`config.mk`:
```
export PLATFORM = sky130hd
export DESIGN_NAME = z80_interrupt_controller
export DESIGN_NICKNAME = d
export VERILOG_FILES = /design/src/rtl/z80_pkg.sv /design/src/rtl/z80_intc_prio8.sv /design/src/rtl/z80_interrupt_controller.sv
export SDC_FILE = /design/constraint.sdc
export NUM_CORES = 1
export LEC_CHECK = 0
export ABC_AREA = 1
export ABC_CLOCK_PERIOD_IN_PS = 2400
export CELL_PAD_IN_SITES_DETAIL_PLACEMENT = 0
export CELL_PAD_IN_SITES_GLOBAL_PLACEMENT = 1
export CORE_ASPECT_RATIO = 1.4
export CORE_UTILIZATION = 36
export DETAILED_ROUTE_END_ITERATION = 12
export PLACE_DENSITY_LB_ADDON = 0.1
export SLEW_MARGIN = 20
export SYNTH_ARGS = -nofsm -noshare
export SYNTH_HDL_FRONTEND = slang
export SYNTH_HIERARCHICAL = 1
export SYNTH_SLANG_ARGS = --single-unit
```
`constraint.sdc`:
```
create_clock -name i_clk -period 2.4 [get_ports i_clk]
set_input_delay 0.48 -clock i_clk [delete_from_list [all_inputs] [get_ports i_clk]]
set_output_delay 0.48 -clock i_clk [all_outputs]
set_load 0.01 [all_outputs]
```
`src/rtl/z80_pkg.sv`:
```
// Shared definitions for the Z80 mode-2 interrupt controller:
// register indices, the spurious vector index and the vector builder.
package z80_pkg;

    localparam logic [1:0] INTC_REG_VBASE = 2'd0;
    localparam logic [1:0] INTC_REG_MASK  = 2'd1;
    localparam logic [1:0] INTC_REG_PEND  = 2'd2;
    localparam logic [1:0] INTC_REG_ISR   = 2'd3;

    localparam logic [2:0] INTC_SPURIOUS_IDX = 3'd7;

    // Mode 2 requires an even vector, so bit 0 is always zero
    function automatic logic [7:0] intc_vector(input logic [3:0] base, input logic [2:0] idx);
        return {base, idx, 1'b0};
    endfunction

endpackage

```
`src/rtl/z80_intc_prio8.sv`:
```
// Combinational eight-input priority encoder; the lowest set index wins.
module z80_intc_prio8 (
    input  logic [7:0] i_req,
    output logic       o_valid,
    output logic [2:0] o_idx
);

    always_comb begin
        o_valid = 1'b0;
        o_idx   = 3'd0;
        for (int i = 7; i >= 0; i--) begin
            if (i_req[i]) begin
                o_valid = 1'b1;
                o_idx   = 3'(i);
            end
        end
    end

endmodule

```
`src/rtl/z80_interrupt_controller.sv`:
```
// Vectored Z80 mode-2 interrupt controller with in-service nesting.
// Define Z80_INTC_EDGE_EN for synchronised rising-edge requests with sticky PEND.
module z80_interrupt_controller
    import z80_pkg::*;
(
    input  logic       i_clk,
    input  logic       i_reset,
    input  logic       i_cs_n,
    input  logic       i_m1_n,
    input  logic       i_iorq_n,
    input  logic       i_rd_n,
    input  logic       i_wr_n,
    input  logic [1:0] i_addr,
    input  logic [7:0] i_data,
    output logic [7:0] o_data,
    output logic       o_data_oe_n,
    input  logic [7:0] i_irq,
    output logic       o_int_n
);

    logic [3:0] vbase_q, vbase_d;
    logic [7:0] mask_q, mask_d;
    logic [7:0] isr_q, isr_d, isr_set;
    logic [2:0] ack_idx_q, ack_idx_d;
    logic       ack_done_q;
    logic       wr_n_prev_q;
    logic       int_n_q, int_n_d;

    logic       ack, rd_sel, wr_sel, cap, eoi;
    logic [7:0] pend, act;
    logic       act_valid, isr_valid;
    logic [2:0] act_idx, isr_idx;
    logic [3:0] isr_floor;
    logic [7:0] reg_rdata;

    assign ack    = ~i_m1_n & ~i_iorq_n;
    assign rd_sel = ~i_cs_n & ~i_rd_n;
    assign wr_sel = ~i_cs_n & ~i_wr_n;
    assign cap    = ack & ~ack_done_q;
    // EOI fires once per write strobe even though register writes repeat while it holds
    assign eoi    = wr_sel & wr_n_prev_q & (i_addr == INTC_REG_ISR);

`ifdef Z80_INTC_EDGE_EN
    logic [7:0] sync1_q, sync2_q, prev_q, pend_q, pend_d;

    always_ff @(posedge i_clk or posedge i_reset) begin
        if (i_reset) begin
            sync1_q <= 8'h00;
            sync2_q <= 8'h00;
            prev_q  <= 8'h00;
            pend_q  <= 8'h00;
        end else begin
            sync1_q <= i_irq;
            sync2_q <= sync1_q;
            prev_q  <= sync2_q;
            pend_q  <= pend_d;
        end
    end

    // A fresh edge is OR-ed in last so it survives a same-cycle clear
    always_comb begin
        pend_d = pend_q;
        if (wr_sel && (i_addr == INTC_REG_PEND)) begin
            pend_d = pend_d & ~i_data;
        end
        if (cap && act_valid) begin
            pend_d[act_idx] = 1'b0;
        end
        pend_d = pend_d | (sync2_q & ~prev_q);
    end

    assign pend = pend_q;
`else
    assign pend = i_irq;
`endif

    assign act = pend & mask_q;

    z80_intc_prio8 u_act_prio (
        .i_req   (act),
        .o_valid (act_valid),
        .o_idx   (act_idx)
    );

    z80_intc_prio8 u_isr_prio (
        .i_req   (isr_q),
        .o_valid (isr_valid),
        .o_idx   (isr_idx)
    );

    assign isr_floor = isr_valid ? {1'b0, isr_idx} : 4'd8;

    always_comb begin
        vbase_d = vbase_q;
        mask_d  = mask_q;
        if (wr_sel) begin
            case (i_addr)
                INTC_REG_VBASE: vbase_d = i_data[7:4];
                INTC_REG_MASK:  mask_d  = i_data;
                default:        ;
            endcase
        end

        isr_set = isr_q;
        if (cap && act_valid) begin
            isr_set[act_idx] = 1'b1;
        end
        // Capture applies first, then EOI drops the lowest set bit
        isr_d = eoi ? (isr_set & (isr_set - 8'd1)) : isr_set;

        ack_idx_d = ack_idx_q;
        if (cap) begin
            ack_idx_d = act_valid ? act_idx : INTC_SPURIOUS_IDX;
        end

        int_n_d = ~(act_valid && ({1'b0, act_idx} < isr_floor));
    end

    always_ff @(posedge i_clk or posedge i_reset) begin
        if (i_reset) begin
            vbase_q     <= 4'h0;
            mask_q      <= 8'h00;
            isr_q       <= 8'h00;
            ack_idx_q   <= 3'd0;
            ack_done_q  <= 1'b0;
            wr_n_prev_q <= 1'b1;
            int_n_q     <= 1'b1;
        end else begin
            vbase_q     <= vbase_d;
            mask_q      <= mask_d;
            isr_q       <= isr_d;
            ack_idx_q   <= ack_idx_d;
            ack_done_q  <= ack;
            wr_n_prev_q <= i_wr_n;
            int_n_q     <= int_n_d;
        end
    end

    always_comb begin
        case (i_addr)
            INTC_REG_VBASE: reg_rdata = {vbase_q, 4'h0};
            INTC_REG_MASK:  reg_rdata = mask_q;
            INTC_REG_PEND:  reg_rdata = pend;
            default:        reg_rdata = isr_q;
        endcase
    end

    // Reset forces the bus released even while an acknowledge is still in progress
    always_comb begin
        if (i_reset) begin
            o_data = 8'h00;
        end else if (ack) begin
            o_data = intc_vector(vbase_q, ack_idx_q);
        end else if (rd_sel) begin
            o_data = reg_rdata;
        end else begin
            o_data = 8'h00;
        end
    end

    assign o_data_oe_n = i_reset | ~(ack | rd_sel);
    assign o_int_n     = int_n_q;

endmodule
```
# After elaboration in Yosys (flattened, before gate mapping)

Index checks and enable logic that the tools add are counted.

Register bits: 26
Input port bits: 25
Word-level logic and storage cells: 81

$add $sub $neg: 1
Magnitude comparators: 3
Eq/ne operators: 3
Mux-type cells: 42
Bitwise operators: 19
Reductions and logical operators: 6

Operators with widths:

| kind                                                                                | count |
|---|---|
| 3-bit two-way mux                                                                   | 17 |
| 8-bit two-way mux                                                                   | 5 |
| 8-bit one-hot mux with 3 select lines                                               | 1 |
| 1-bit two-way mux                                                                   | 17 |
| 8-bit bitwise AND                                                                   | 2 |
| 1-bit inverter                                                                      | 8 |
| 8-bit OR                                                                            | 1 |
| 8-bit by 1-bit subtractor with 8-bit output, second input constant                  | 1 |
| 1-bit bitwise AND                                                                   | 6 |
| 2-bit equality test, second input constant                                          | 2 |
| 3-bit by 4-bit < comparator with 1-bit output                                       | 1 |
| 3-bit by 4-bit < comparator with 1-bit output, second input constant                | 1 |
| 4-bit two-way mux                                                                   | 1 |
| 2-bit AND reduction                                                                 | 2 |
| 1-bit demux with 3-bit select                                                       | 1 |
| 3-bit by 1-bit greater-or-equal comparator with 1-bit output, second input constant | 1 |
| 1-bit logical AND                                                                   | 3 |
| 2-bit by 1-bit equality test with 1-bit output, second input constant               | 1 |
| 2-bit logical NOT                                                                   | 1 |
| 1-bit OR                                                                            | 2 |

# Logic depth before layout (Yosys ltp)

Depth after elaboration: 18
Depth in mapped cells: 16

# Modules after synthesis

Netlist, hierarchy kept.

By module, submodules not included:

| module                   | instances | cells each | area an instance (um2) | seq. area each (um2) |
|---|---|---|---|---|
| z80_interrupt_controller | 1         | 207        | 1550.2                 | 653.1 |
| z80_intc_prio8           | 2         | 22         | 98.8                   | 0.0 |

# Least setup slack after synthesis

Ideal clock, no wire load.

Kind: input -> output
Start point: in i_reset
End point: out o_data[2]
Arrival: 1.515 ns
Setup slack: 0.405 ns
Stages on the path: 3
Buffers on the path: 0
Path through: inv_1 -> nand2_1 -> o21ai_0

Cells in the longest elaborated chain, start to end: 1

RTL lines:

| element           | line                            | RTL |
|---|---|---|
| from (decl)       | z80_interrupt_controller.sv:7   | `input logic i_reset,` |
| 8-bit two-way mux | z80_interrupt_controller.sv:150 | `if (i_reset) begin` |
| to (decl)         | z80_interrupt_controller.sv:15  | `output logic [7:0] o_data,` |

No other way between the ends.

# Worst setup path after layout

Start point: in i_rd_n
End point: out o_data[1]

Cells in the longest elaborated chain, start to end: 5

RTL lines:

| element           | line                            | RTL |
|---|---|---|
| from (decl)       | z80_interrupt_controller.sv:11  | `input logic i_rd_n,` |
| 1-bit inverter    | z80_interrupt_controller.sv:37  | `assign rd_sel = ~i_cs_n & ~i_rd_n;` |
| 1-bit bitwise AND | z80_interrupt_controller.sv:37  |  |
| 8-bit two-way mux | z80_interrupt_controller.sv:154 | `end else if (rd_sel) begin` |
| 8-bit two-way mux | z80_interrupt_controller.sv:152 | `end else if (ack) begin` |
| 8-bit two-way mux | z80_interrupt_controller.sv:150 |  |

No other way between the ends.

==> flow_metrics.tcl <==
set metrics [dict create \
    rsz0062_at_grt "no" \
    remaining_drc_errors 0 \
    finalCritPeriodShare 0.988 \
    wl_um 5180 \
    critPathLaunchType "primary input" \
    dr.pass1.iters 4 \
    numCtsBuffers 3 \
    cap_violations 0 \
    drt_iter0_markers 87 \
    synth.largest_area_cell "dfrtp_1" \
    grt_pass1_vias 1949 \
    worstPathMaxFanout 2 \
    slew_viol_final 0 \
    layout_commonest_cell "nand2_1" \
    grt_max_degree 15 \
    layout_common_cells "66 x nand2_1, 51 x inv_1, 43 x buf_4" \
    path_class "in -> out" \
    antenna_found_initial 0 \
    yosys-top-cells-area "dfrtp_1 34%, nand2_1 14%, inv_1 11%" \
    die-area_um2 5140 \
    p_leak_nw 1.35 \
    cts_buffer_depth 2 \
    pre_cts_ws_ns -0.408 \
    synth-seq-cells 26 \
    drive_gt1_frac 0.230 \
    relSlewSlack 0.820 \
    synth_cells 251 \
    synth.distinct_cells 31 \
    worst_setup_path_end_kind "output port" \
    final_antenna_net_count 0 \
    wl_per_cell_um 13.2 \
    core_area_um2 4610 \
    p_per_area_nw_per_um2 669 \
    crit_arrival_ns 1.89 \
    numClockSinks 26 \
    finalClockSkew_ns 0.00708 \
    initial_core_util 0.379 \
    clk_pin_slew_ns 0.10 \
    layout_setup_ws_ns 0.0288 \
    final_util 0.551 \
    yosysTopAreaCellShare 0.344 \
    timing.fmax_mhz 422 \
    setup_tns_ns 0 \
    fp.dieW_um 60.9 \
    hold_viol 0 \
    crit_required_ns 1.92 \
    h-tree-depth 1 \
    hold_class "reg -> reg" \
    numPortBuffers 34 \
    seq_area_frac_synth 0.374 \
    status "completed" \
    setup_viol 0 \
    fin_crit_ns 2.37 \
    grt_usage 0.224 \
    grt_overflow 0 \
    ir_drop_v 0.000419 \
    syn_avg_cell_area_um2 6.96 \
    cts_tree "yes" \
    hpwl_um 4190 \
    die_y_um 84.4 \
    root_buffer "clkbuf_8" \
    syn_nets 278 \
    yosysWarnings 6 \
    clk-insertion-delay-late_ns 0.28 \
    grt_pass1_wl_um 8470 \
    worst_pin_slew_ns 0.269 \
    ios 35 \
    num_vias 1863 \
    diodes 0 \
    vias_per_cell 4.74 \
    fin_nets 359 \
    num_rows 29 \
    finalWeightedCongestion 0.861 \
    syn_area_um2 1750 \
    synthToLayoutAreaGrowth_pct 45.2 \
]
==> synthesized netlist by cell type <==
cell and number:
nor2_2 1, o21ai_0 18, nor2_4 1, nand3_2 2
nand2_4 1, a21boi_0 1, buf_6 1, nand2_2 1
mux2_2 2, a31oi_1 4, o211a_1 1, dfstp_2 2
o22ai_1 1, a21oi_1 9, nand4_1 2, clkbuf_1 1
buf_2 1, mux2_4 2, o21bai_1 4, nand2_1 67
nor3_2 2, nor2_1 16, nand3_1 20, o211ai_1 7
ha_1 2, a22oi_1 2, o21ai_1 1, dfrtp_1 24
or2_1 2, inv_1 52, inv_2 1
==> power breakdown <==
| group | leakage (nW) | switching, W | internal (W) |
|---|---|---|---|
| clock | 0.0228 | 0.000150 | 0.000119 |
| sequential | 0.308 | 0.000103 | 0.000561 |
| combinational | 1.02 | 0.000395 | 0.000371 |
| total | 1.35 | 0.000648 | 0.00105 |
==> path summary, 6_finish.rpt <==
path,from,endpoint,slack (ns),depth (start not counted)
worst max-delay path,i_rd_n,o_data[1],0.03,9
worst min-delay path,vbase_q[0],vbase_q[0],0.53,2
worst max register to register,mask_q[7],isr_q[7],0.38,11
worst min register to register,vbase_q[0],vbase_q[0],0.53,2
max in group asynchronous,i_reset,o_int_n,1.36,4
min in group asynchronous,i_reset,isr_q[7],0.65,3
==> flip-flops by register name (all words and copies together) (netlist names) <==
register	flops
ack_idx_q	3
o_int_n	1
wr_n_prev_q	1
isr_q	8
vbase_q	4
ack_done_q	1
mask_q	8
==> kinds of logic (layout without fill, tap and decap cells) <==
group,Yosys count,count (layout),share of synthesized area
and+or+nand+nor,115,115,0.293
buffers and inverters,56,136,0.125
AOI/OAI and AO/OA,48,48,0.164
DFF,26,26,0.374
muxes,4,4,0.0301
adders and majority gates,2,2,0.0143
==> per-stage QoR <==
stage,cell area (um2),power (W),cells,hold slack [ns]
CTS,2520,0.00169,393,0.531
detailed placement,2430,0.00143,382,0.508
global route,2540,0.00184,393,0.576
global placement,2430,0.00141,382,0.503
floorplan,1750,0.00106,251,0.469
finish,2540,0.00170,393,0.530
==> final cells by class <==
cell class | count | area (um2)
clock buffer | 4 | 45.0
fill | 484 | 2070
inverter | 53 | 199
multi-input combinational | 169 | 907
sequential | 26 | 653
tap | 62 | 77.6
timing repair buffer | 79 | 657
==> critical path: stages <==
cell and delay (ns):
clkdlybuf4s50_1 0.44, nor2_4 0.15, o21ai_2 0.08, nor2_2 0.15
buf_4 0.14, buf_4 0.10, inv_1 0.03, o22ai_1 0.15
buf_2 0.17
==> routing by layer <==
layer | vias up | global-route usage | part of all wire
met2 | 40 | 0.419 | 0.53
li1 | 960 | - | -
met1 | 849 | 0.239 | 0.41
met5 | - | 0 | 0
met4 | 0 | 0.0909 | 0.030
met3 | 14 | 0.0293 | 0.026
==> repair_timing <==
action,CTS,global route
resized for setup,29,9
pin swaps,3,2
setup buffers,6,0
setup endpoints to repair,9,9
hold endpoints to repair,0,0
gates cloned,1,0
hold buffers,0,0
(Power assumes the default switching activity.)
